--- src/rtl/neander_pkg.sv ---
// Shared constants for the Neander control unit: opcodes, ALU selects,
// dual RI/AC register enables and the controller state encoding.
package neander_pkg;

   localparam int unsigned OP_W     = 4;
   localparam int unsigned ALU_W    = 3;
   localparam int unsigned REG_EN_W = 2;

   localparam logic [OP_W-1:0] OP_NOP = 4'h0;
   localparam logic [OP_W-1:0] OP_STA = 4'h1;
   localparam logic [OP_W-1:0] OP_LDA = 4'h2;
   localparam logic [OP_W-1:0] OP_ADD = 4'h3;
   localparam logic [OP_W-1:0] OP_OR  = 4'h4;
   localparam logic [OP_W-1:0] OP_AND = 4'h5;
   localparam logic [OP_W-1:0] OP_NOT = 4'h6;
   localparam logic [OP_W-1:0] OP_JMP = 4'h8;
   localparam logic [OP_W-1:0] OP_JN  = 4'h9;
   localparam logic [OP_W-1:0] OP_JZ  = 4'hA;
   localparam logic [OP_W-1:0] OP_HLT = 4'hF;

   localparam logic [ALU_W-1:0] ALU_PASS = 3'b000;
   localparam logic [ALU_W-1:0] ALU_ADD  = 3'b001;
   localparam logic [ALU_W-1:0] ALU_OR   = 3'b010;
   localparam logic [ALU_W-1:0] ALU_AND  = 3'b011;
   localparam logic [ALU_W-1:0] ALU_NOT  = 3'b100;

   localparam logic [REG_EN_W-1:0] REG_HOLD = 2'b00;
   localparam logic [REG_EN_W-1:0] REG_RI   = 2'b01;
   localparam logic [REG_EN_W-1:0] REG_AC   = 2'b10;

   typedef enum logic [3:0] {
      FETCH0, FETCH1, FETCH2, DECODE,
      OPA0, OPA1, PTR, RD, ALU,
      JUMP, STW0, STW1, HALT
   } state_t;

   function automatic logic [ALU_W-1:0] alu_sel(input logic [OP_W-1:0] op);
      logic [ALU_W-1:0] sel;
      case (op)
         OP_ADD:  sel = ALU_ADD;
         OP_OR:   sel = ALU_OR;
         OP_AND:  sel = ALU_AND;
         OP_NOT:  sel = ALU_NOT;
         default: sel = ALU_PASS;
      endcase
      return sel;
   endfunction

   function automatic logic is_jump(input logic [OP_W-1:0] op);
      return (op == OP_JMP) || (op == OP_JN) || (op == OP_JZ);
   endfunction

endpackage

--- src/rtl/neander_ctrl.sv ---
// Neander control unit: fetch/decode/execute sequencer whose strobes are a
// pure decode of the current state (plus opcode/flags while in DECODE).
module neander_ctrl
   import neander_pkg::*;
#(
   parameter int unsigned DATA_WIDTH = 8
) (
   input  logic                clk,
   input  logic                rst,
   input  logic [OP_W-1:0]     opcode,
   input  logic                flag_n,
   input  logic                flag_z,
   output logic [REG_EN_W-1:0] reg_en,
   output logic                ld_pc,
   output logic                inc_pc,
   output logic                ld_rem,
   output logic                sel_rem,
   output logic                ld_rdm,
   output logic                sel_rdm,
   output logic                mem_wr,
   output logic [ALU_W-1:0]    alu_op,
   output logic                ld_nz,
   output logic                halted
);

   if (DATA_WIDTH == 0) begin : g_bad_width
      $error("neander_ctrl: DATA_WIDTH must be non-zero");
   end

   state_t          r_state;
   state_t          w_next;
   logic [OP_W-1:0] r_op;

   // Opcode is captured in DECODE so later states never look at the RI bus.
   always_ff @(posedge clk) begin
      if (rst) begin
         r_state <= FETCH0;
         r_op    <= OP_NOP;
      end else begin
         r_state <= w_next;
         if (r_state == DECODE) begin
            r_op <= opcode;
         end
      end
   end

   always_comb begin
      w_next  = r_state;
      reg_en  = REG_HOLD;
      ld_pc   = 1'b0;
      inc_pc  = 1'b0;
      ld_rem  = 1'b0;
      sel_rem = 1'b0;
      ld_rdm  = 1'b0;
      sel_rdm = 1'b0;
      mem_wr  = 1'b0;
      alu_op  = ALU_PASS;
      ld_nz   = 1'b0;
      halted  = 1'b0;

      case (r_state)
         FETCH0: begin
            ld_rem = 1'b1;
            w_next = FETCH1;
         end
         FETCH1: begin
            ld_rdm = 1'b1;
            inc_pc = 1'b1;
            w_next = FETCH2;
         end
         FETCH2: begin
            reg_en = REG_RI;
            w_next = DECODE;
         end
         DECODE: begin
            case (opcode)
               OP_STA, OP_LDA, OP_ADD, OP_OR, OP_AND, OP_JMP: w_next = OPA0;
               OP_NOT: w_next = ALU;
               OP_HLT: w_next = HALT;
               OP_JN: begin
                  // Untaken branch skips its operand byte.
                  if (flag_n) begin
                     w_next = OPA0;
                  end else begin
                     inc_pc = 1'b1;
                     w_next = FETCH0;
                  end
               end
               OP_JZ: begin
                  if (flag_z) begin
                     w_next = OPA0;
                  end else begin
                     inc_pc = 1'b1;
                     w_next = FETCH0;
                  end
               end
               default: w_next = FETCH0;
            endcase
         end
         OPA0: begin
            ld_rem = 1'b1;
            w_next = OPA1;
         end
         OPA1: begin
            ld_rdm = 1'b1;
            if (is_jump(r_op)) begin
               w_next = JUMP;
            end else begin
               inc_pc = 1'b1;
               w_next = PTR;
            end
         end
         PTR: begin
            ld_rem  = 1'b1;
            sel_rem = 1'b1;
            w_next  = (r_op == OP_STA) ? STW0 : RD;
         end
         RD: begin
            ld_rdm = 1'b1;
            w_next = ALU;
         end
         ALU: begin
            reg_en = REG_AC;
            ld_nz  = 1'b1;
            alu_op = alu_sel(r_op);
            w_next = FETCH0;
         end
         JUMP: begin
            ld_pc  = 1'b1;
            w_next = FETCH0;
         end
         STW0: begin
            ld_rdm  = 1'b1;
            sel_rdm = 1'b1;
            w_next  = STW1;
         end
         STW1: begin
            mem_wr = 1'b1;
            w_next = FETCH0;
         end
         HALT: begin
            halted = 1'b1;
            w_next = HALT;
         end
         default: w_next = FETCH0;
      endcase
   end

endmodule

--- config.mk ---
export PLATFORM = sky130hd
export DESIGN_NAME = neander_ctrl
export DESIGN_NICKNAME = d
export VERILOG_FILES = /design/src/rtl/neander_pkg.sv /design/src/rtl/neander_ctrl.sv
export SDC_FILE = /design/constraint.sdc
export NUM_CORES = 1
export LEC_CHECK = 0
export ABC_AREA = 0
export CORE_UTILIZATION = 50
export CTS_CLUSTER_DIAMETER = 200
export CTS_CLUSTER_SIZE = 8
export DETAILED_ROUTE_END_ITERATION = 8
export GPL_TIMING_DRIVEN = 0
export PLACE_DENSITY = 0.89
export SLEW_MARGIN = 30
export SYNTH_ARGS = -nofsm -noshare
export SYNTH_HDL_FRONTEND = slang
export SYNTH_SLANG_ARGS = --single-unit
export TNS_END_PERCENT = 50
--- constraint.sdc ---
create_clock -name clk -period 3.1 [get_ports clk]
set_input_delay 0.31 -clock clk [delete_from_list [all_inputs] [get_ports clk]]
set_output_delay 0.31 -clock clk [all_outputs]
set_load 0.01 [all_outputs]
==> summary.md, run 1 <==
| Metric | Value |
|---|---|
| Syn-to-layout area delta | 30.1% |
| Pins Over Slew Limit | 0 |
| Met2 usage | 0.359 |
| Outcome | completed |
| Drt pass-1 iters | 4 |
| Hold Startpoint | opcode[1] |
| Avg Cell Area, Syn | roughly 8 µm² |
| Hold buffer count at cts | 0 |
| Final worst path period share | 0.798 |
| Top FF cell, synth | dfxtp_1 |
| IR drop worst, VDD | approximately 0.00020 V |
| Global routing's busiest layer | met2 |
| Worst skew pair latency | 260 ps |
| Post-Syn Nets | around 100 |
| Vias | 780 |
| Final setup skew | 3.27 ps |
| Post-cts sizing count | 0 |
| Via density per instance | slightly below 6 |
| Pleak | 0.364 nW |
| Critical path peak fanout | 6 |
| Warnings, synthesis | 0 |
| Post-synthesis cell count | between 90 and 100 |
| Met3 GRT Util | 0.0489 |
| Gp weighted congestion | around 0.84 |
| Fin crit period | 2470 ps |
| H-Tree Depth | 1 |
| Fmax | between 400 and 500 MHz |
| Ys async rst share | 0 |
| EDFF count, synth | 0 |
| Setup tns final | 0 ps |
| PD cells | between 300 and 400 nW/µm² |
| Initial antenna violation count | 0 |
| Max-cap viol count | 0 |
| Crit path capture type | primary output |
| Die Ht | 41.2 µm |
| Storage cell area | between 150 and 200 µm² |
| GR Overflow Total | 0 |
| Setup CP Type | input port to primary output |
| Cell variety after synth | 43 |
| Row Count | 13 |
| Final Hold Fails | 0 |
| Detailed Place HPWL | roughly 1300 µm |
| Critical path required time | between 2000 and 3000 ps |
| Total power | 361 µW |
| Vias in the first global route | 577 |
| Setup-failing EPs final | 0 |
| NumNets Final | 128 |
| # fillers | about 110 |
| Starting Density | 0.563 |
| Clock root cell | clkbuf_4 |
| IO buf count | 19 |
| Arr. time, crit path | around 2200 ps |
| Total die area | about 1700 µm² |
| Post-CTS setup buffers | 0 |
| Longest Clk Path Bufs | 2 |
| Pin count of the biggest net entering global routing | 11 |
| Post-Syn Area | 769 µm² |
| DR WL/cell | around 13 µm |
| Multi-input gate area | about 540 µm² |
| Met1 usage | 0.329 |
| Clock sink count | 8 |
| Worst-margin pin slew | about 310 ps |
| Share of cells above drive strength 1 | 0.161 |
| First-pass GRT wire length | ~2600 µm |
| # diodes | 0 |
| Drc violations | 0 |
| RSZ-0062 raised after global routing | no |
| #FFs+latches synth | 8 |
| Core area | 1370 µm² |
| Worst Setup SP | opcode[0] |
| Worst R2R Start | r_op[3]$_SDFFE_PP0P_ |
| Post-synthesis sequential area ratio | 0.208 |
| GRT Overall Usage | 0.239 |
| Clock Pin Slew Worst Setup and Hold Paths | roughly 50 ps |
| Min-Delay Path Class | input port to flop |
| CP startpoint kind | input port |
| Die width | 41.2 µm |
| Routed wire length | 1740 µm |
| # IOs | 22 |
| Detailed Route Iter0 Violations | 12 |
| Final ANT Viol Nets | 0 |
| CTS tree | done |
| Max_slew headroom | 0.791 |
| Inserted Clock Buffers | 3 |
==> layout make-up <==
class | instances | area share
inverter | 2 | 0.00750
timing repair buffer | 19 | 0.190
buffer | 8 | 0.0625
tap | 15 | 0.0188
multi-input combinational | 78 | 0.539
sequential | 8 | 0.160
clock buffer | 3 | 0.0225
==> synthesized netlist by cell type (2+ instances only) <==
cell type  instances  share of area
nor3b_2            2          0.033
and3_1             2          0.016
o21a_1             2          0.020
nand2b_1           5          0.041
nor2b_1            2          0.016
o31a_1             2          0.023
buf_2              2          0.013
nor3b_1            2          0.020
mux2i_1            4          0.052
nor3_1             6          0.039
nand3_1            2          0.013
dfxtp_1            8           0.21
a21oi_1            7          0.046
xor2_1             3          0.034
inv_1              2         0.0098
buf_6              3          0.044
nand2_1            5          0.024
nor2_1            11          0.054
buf_4              2          0.020
==> path summary, 6_finish.rpt <==
path                      endpoint  slack, ps  depth (start not counted)
max reg2reg  r_state[2]$_SDFF_PP0_       1810                          4
min           r_op[1]$_SDFFE_PP0P_        370                          3
min reg2reg   r_op[3]$_SDFFE_PP0P_        600                          2
max                         inc_pc        630                          6
==> state kept, by name, summed over array words and instances, names as in the netlist <==
name / cells
r_op: 4
r_state: 4
==> cells in the final DEF (no fill, tap or decap), drive strengths merged, types with 2 or more instances in the layout <==
cell type,n
xor2,3
and3,2
mux2i,4
o31ai,2
o31a,2
nor2,11
a21oi,7
o21a,2
nor3,7
nand2,6
clkbuf,4
buf,7
nor2b,3
nand2b,6
inv,2
nor3b,4
o21ai,2
nand3,2
clkdlybuf4s50,19
dfxtp,8
==> per-layer routing <==
metal / share of wire / vias up
li1: - / 390
met1: 0.47 / 354
met2: 0.45 / 31
met3: 0.062 / 5
met4: 0.013 / 0
met5: 0 / -
==> report_power, final <==
| group | internal (mW) | switching, mW |
|---|---|---|
| Clock | 0.0446 | 0.0397 |
| Combinational | 0.0781 | 0.0753 |
| Sequential | 0.112 | 0.0121 |
| Total | 0.234 | 0.127 |
==> cells by family (layout without fill, tap and decap cells) <==
group	Yosys count	after routing	synth area share
mux	5	5	0.0667
xor+xnor	4	4	0.0455
compound gates	24	24	0.220
buf+inv	10	32	0.0910
flops	8	8	0.208
simple gates	45	45	0.369
==> metrics by stage <==
step	worst slack [ps]	area, µm²	hold slack, ps	util	cells
floorplan	1640	769	379	-	96
global placement	649	978	588	0.716	130
detailed placement	632	978	588	0.716	130
CTS	633	1000	364	0.733	133
global route	557	1000	411	0.733	133
finish	626	1000	369	0.733	133
==> worst max-delay path: stages <==
cell and delay [ps]:
clkdlybuf4s50_1 530, nor3b_2 250, a21oi_1 60, o31a_1 250
o31ai_2 180, clkdlybuf4s50_1 570
Note: power is estimated with default switching activity, not from simulation.
==> inputs of run 2 (changes only) <==
--- a/config.mk
+++ b/config.mk
@@ -6,12 +6,13 @@
 export NUM_CORES = 1
 export LEC_CHECK = 0
 export ABC_AREA = 0
-export CORE_UTILIZATION = 50
+export CORE_ASPECT_RATIO = 0.8
+export CORE_UTILIZATION = 46
 export CTS_CLUSTER_DIAMETER = 200
 export CTS_CLUSTER_SIZE = 8
 export DETAILED_ROUTE_END_ITERATION = 8
 export GPL_TIMING_DRIVEN = 0
-export PLACE_DENSITY = 0.89
+export PLACE_DENSITY = 0.84
 export SLEW_MARGIN = 30
 export SYNTH_ARGS = -nofsm -noshare
 export SYNTH_HDL_FRONTEND = slang
==> constraint.sdc (replaced) <==
create_clock -name clk -period 2.5 [get_ports clk]
set_input_delay 0.25 -clock clk [delete_from_list [all_inputs] [get_ports clk]]
set_output_delay 0.25 -clock clk [all_outputs]
set_load 0.01 [all_outputs]
==> run 2 against run 1 <==
Compared with the run above: sequential share of layout area shrank 0.12 points; setup slack got worse by 470 ps; non-clock buffer count unchanged; flip-flop and latch count did not move; clock power is 7.5% higher; die area up 8.3%; global-route usage shrank 0.39 points; critical path type unchanged; critical endpoint unchanged.
==> summary.md, run 2 (synthesized netlist as in run 1, its figures left out) <==
| Metric | Value |
|---|---|
| Most frequent cells in the layout | clkdlybuf4s50_1 (19), nor2_1 (11), dfxtp_1 (8) |
| Vias | 779 (-0.13%) |
| Arr. time, crit path | 2100 ps (-60 ps) |
| Pleak | 0.364 nW (unchanged) |
| Worst skew pair latency | 240 ps (-20 ps) |
| # IOs | 22 (unchanged) |
| Initial antenna violation count | 0 (unchanged) |
| Vias in the first global route | 666 (+15%) |
| IR drop worst, VDD | 0.000341 V (+70%) |
| Critical path peak fanout | 6 (unchanged) |
| Worst R2R Start | r_op[0]$_SDFFE_PP0P_ |
| Drt pass-1 iters | 4 (unchanged) |
| NumNets Final | 128 (unchanged) |
| Total die area | 1840 µm² (+8.3%) |
| # diodes | 0 (unchanged) |
| RSZ-0062 raised after global routing | no |
| Post-cts sizing count | 0 (unchanged) |
| H-Tree Depth | 1 (unchanged) |
| Clock Pin Slew Worst Setup and Hold Paths | 50 ps (about the same) |
| Worst Setup SP | opcode[0] |
| Pin count of the biggest net entering global routing | 11 (unchanged) |
| Hold buffer count at cts | 0 (unchanged) |
| Storage cell area | 160 µm² (unchanged) |
| Setup-failing EPs final | 0 (unchanged) |
| Biggest regs | r_op (4), r_state (4) |
| Final setup skew | 0.560 ps (-2.71 ps) |
| Detailed Route Iter0 Violations | 23 (+11) |
| Outcome | completed |
| Max-cap viol count | 0 (unchanged) |
| Clock sink count | 8 (unchanged) |
| Die width | 47.7 µm (+16%) |
| First-pass GRT wire length | 2980 µm (+13%) |
| Final ANT Viol Nets | 0 (unchanged) |
| GRT Overall Usage | 0.235 (-0.00387) |
| Drc violations | 0 (unchanged) |
| Crit path capture type | primary output |
| Routed wire length | 1800 µm (+3.6%) |
| Post-CTS setup buffers | 0 (unchanged) |
| Multi-input gate area | 539 µm² (unchanged) |
| Final worst slack | 152 ps (-474 ps) |
| IO buf count | 19 (unchanged) |
| GR Overflow Total | 0 (unchanged) |
| Core Util, Final | 0.685 (-0.0472) |
| DR WL/cell | 12.9 µm (-0.90%) |
| Met1 usage | 0.339 (+0.00999) |
| Clock root cell | clkbuf_4 |
| PD cells | 435 nW/µm² (+20%) |
| CTS tree | done |
| Detailed Place HPWL | 1400 µm (+8.7%) |
| R2R depth | 4 (unchanged) |
| Total power | 438 µW (+21%) |
| Pins Over Slew Limit | 0 (unchanged) |
| Met2 usage | 0.324 (-0.0351) |
| Fin crit period | approximately 2300 ps |
| Core area | 1470 µm² (+7.7%) |
| Setup tns final | 0 ps (unchanged) |
| Via density per instance | 5.60 (-4.4%) |
| Share of cells above drive strength 1 | 0.161 (unchanged) |
| Critical path required time | 2250 ps (-540 ps) |
| Commonest non-fill, non-tap cell in the layout | clkdlybuf4s50_1 |
| Final worst path period share | 0.939 |
| Row Count | 12 (-1) |
| Syn-to-layout area delta | 31.1% |
| Post-Place Worst Slack | 148 ps (-484 ps) |
| Setup slack, reg-to-reg | 1150 ps (-660 ps) |
| Fmax | 426 MHz |
| Inserted Clock Buffers | 3 (unchanged) |
| Die Ht | 38.6 µm (-6.4%) |
| Final Hold Fails | 0 (unchanged) |
| Worst-margin pin slew | 336 ps (+23.5 ps) |
| Met3 GRT Util | 0.0467 (-0.00218) |
| Setup CP Type | input port to primary output |
| Longest Clk Path Bufs | 2 (unchanged) |
| Min-Delay Path Class | input port to flop |
| CP startpoint kind | input port |
| Gp weighted congestion | 0.840 (-0.23%) |
| Max_slew headroom | 0.776 (-0.0150) |
| Reg2reg end | r_state[2]$_SDFF_PP0_ |
| Starting Density | 0.523 (-0.0402) |
| # fillers | 133 (+18%) |
| Global routing's busiest layer | met1 |
| Worst setup endpoint | inc_pc |
## run 2: cell counts in the layout (fill, tap and decap cells not counted)
No cell type changed its count.
## run 2: power breakdown
group | internal, mW | switching (mW) | total, mW
combinational | 0.0968 | 0.0958 | 0.193
clock | 0.0544 | 0.0362 | 0.0906
sequential | 0.139 | 0.0165 | 0.155
total | 0.290 | 0.148 | 0.438
## run 2: worst min path at each step
stage                     startpoint                     to  slack (ps)  cells past startpoint
after floorplan                  rst  r_state[1]$_SDFF_PP0_         320                      1
after global placement     opcode[1]   r_op[1]$_SDFFE_PP0P_         570                      3
after detailed placement   opcode[1]   r_op[1]$_SDFFE_PP0P_         580                      3
after CTS                  opcode[1]   r_op[1]$_SDFFE_PP0P_         320                      3
after global routing       opcode[1]   r_op[1]$_SDFFE_PP0P_         360                      3
final                      opcode[1]   r_op[1]$_SDFFE_PP0P_         330                      3
## run 2: routing by layer
metal / part of all wire / routed length [µm] / vias to the layer above
li1: - / - / 388
met1: 0.51 / 912 / 353
met2: 0.44 / 786 / 36
met3: 0.050 / 90 / 2
met4: 0.0045 / 8 / 0
met5: 0 / 0 / -
## run 2: layout make-up
type,instances,share of cell area
plain buffers,8,0.0620
inverters,2,0.00744
well taps,21,0.0261
clock buffers,3,0.0223
flip-flops and latches,8,0.159
repair buffers,19,0.189
multi-input cells,78,0.535
## run 2: per-stage QoR
stage	cells	area, µm²	hold slack, ps
after floorplan	96	769	319
after global placement	136	986	569
after detailed placement	136	986	582
after CTS	139	1010	322
after global routing	139	1010	360
final	139	1010	334
## run 2: critical path: stages
cell and delay [ps]:
clkdlybuf4s50_1 530, nor3b_2 260, a21oi_1 60, o31a_1 250, o31ai_2 180, clkdlybuf4s50_1 560
==> inputs of run 3 (changes only) <==
--- a/config.mk
+++ b/config.mk
@@ -5,13 +5,13 @@
 export SDC_FILE = /design/constraint.sdc
 export NUM_CORES = 1
 export LEC_CHECK = 0
-export ABC_AREA = 0
 export CORE_ASPECT_RATIO = 0.8
 export CORE_UTILIZATION = 46
 export CTS_CLUSTER_DIAMETER = 200
 export CTS_CLUSTER_SIZE = 8
 export DETAILED_ROUTE_END_ITERATION = 8
 export GPL_TIMING_DRIVEN = 0
+export HOLD_SLACK_MARGIN = 0.06
 export PLACE_DENSITY = 0.84
 export SLEW_MARGIN = 30
 export SYNTH_ARGS = -nofsm -noshare
==> results of run 3 <==
Final layout, timing and power as in run 2 (identical DEF).
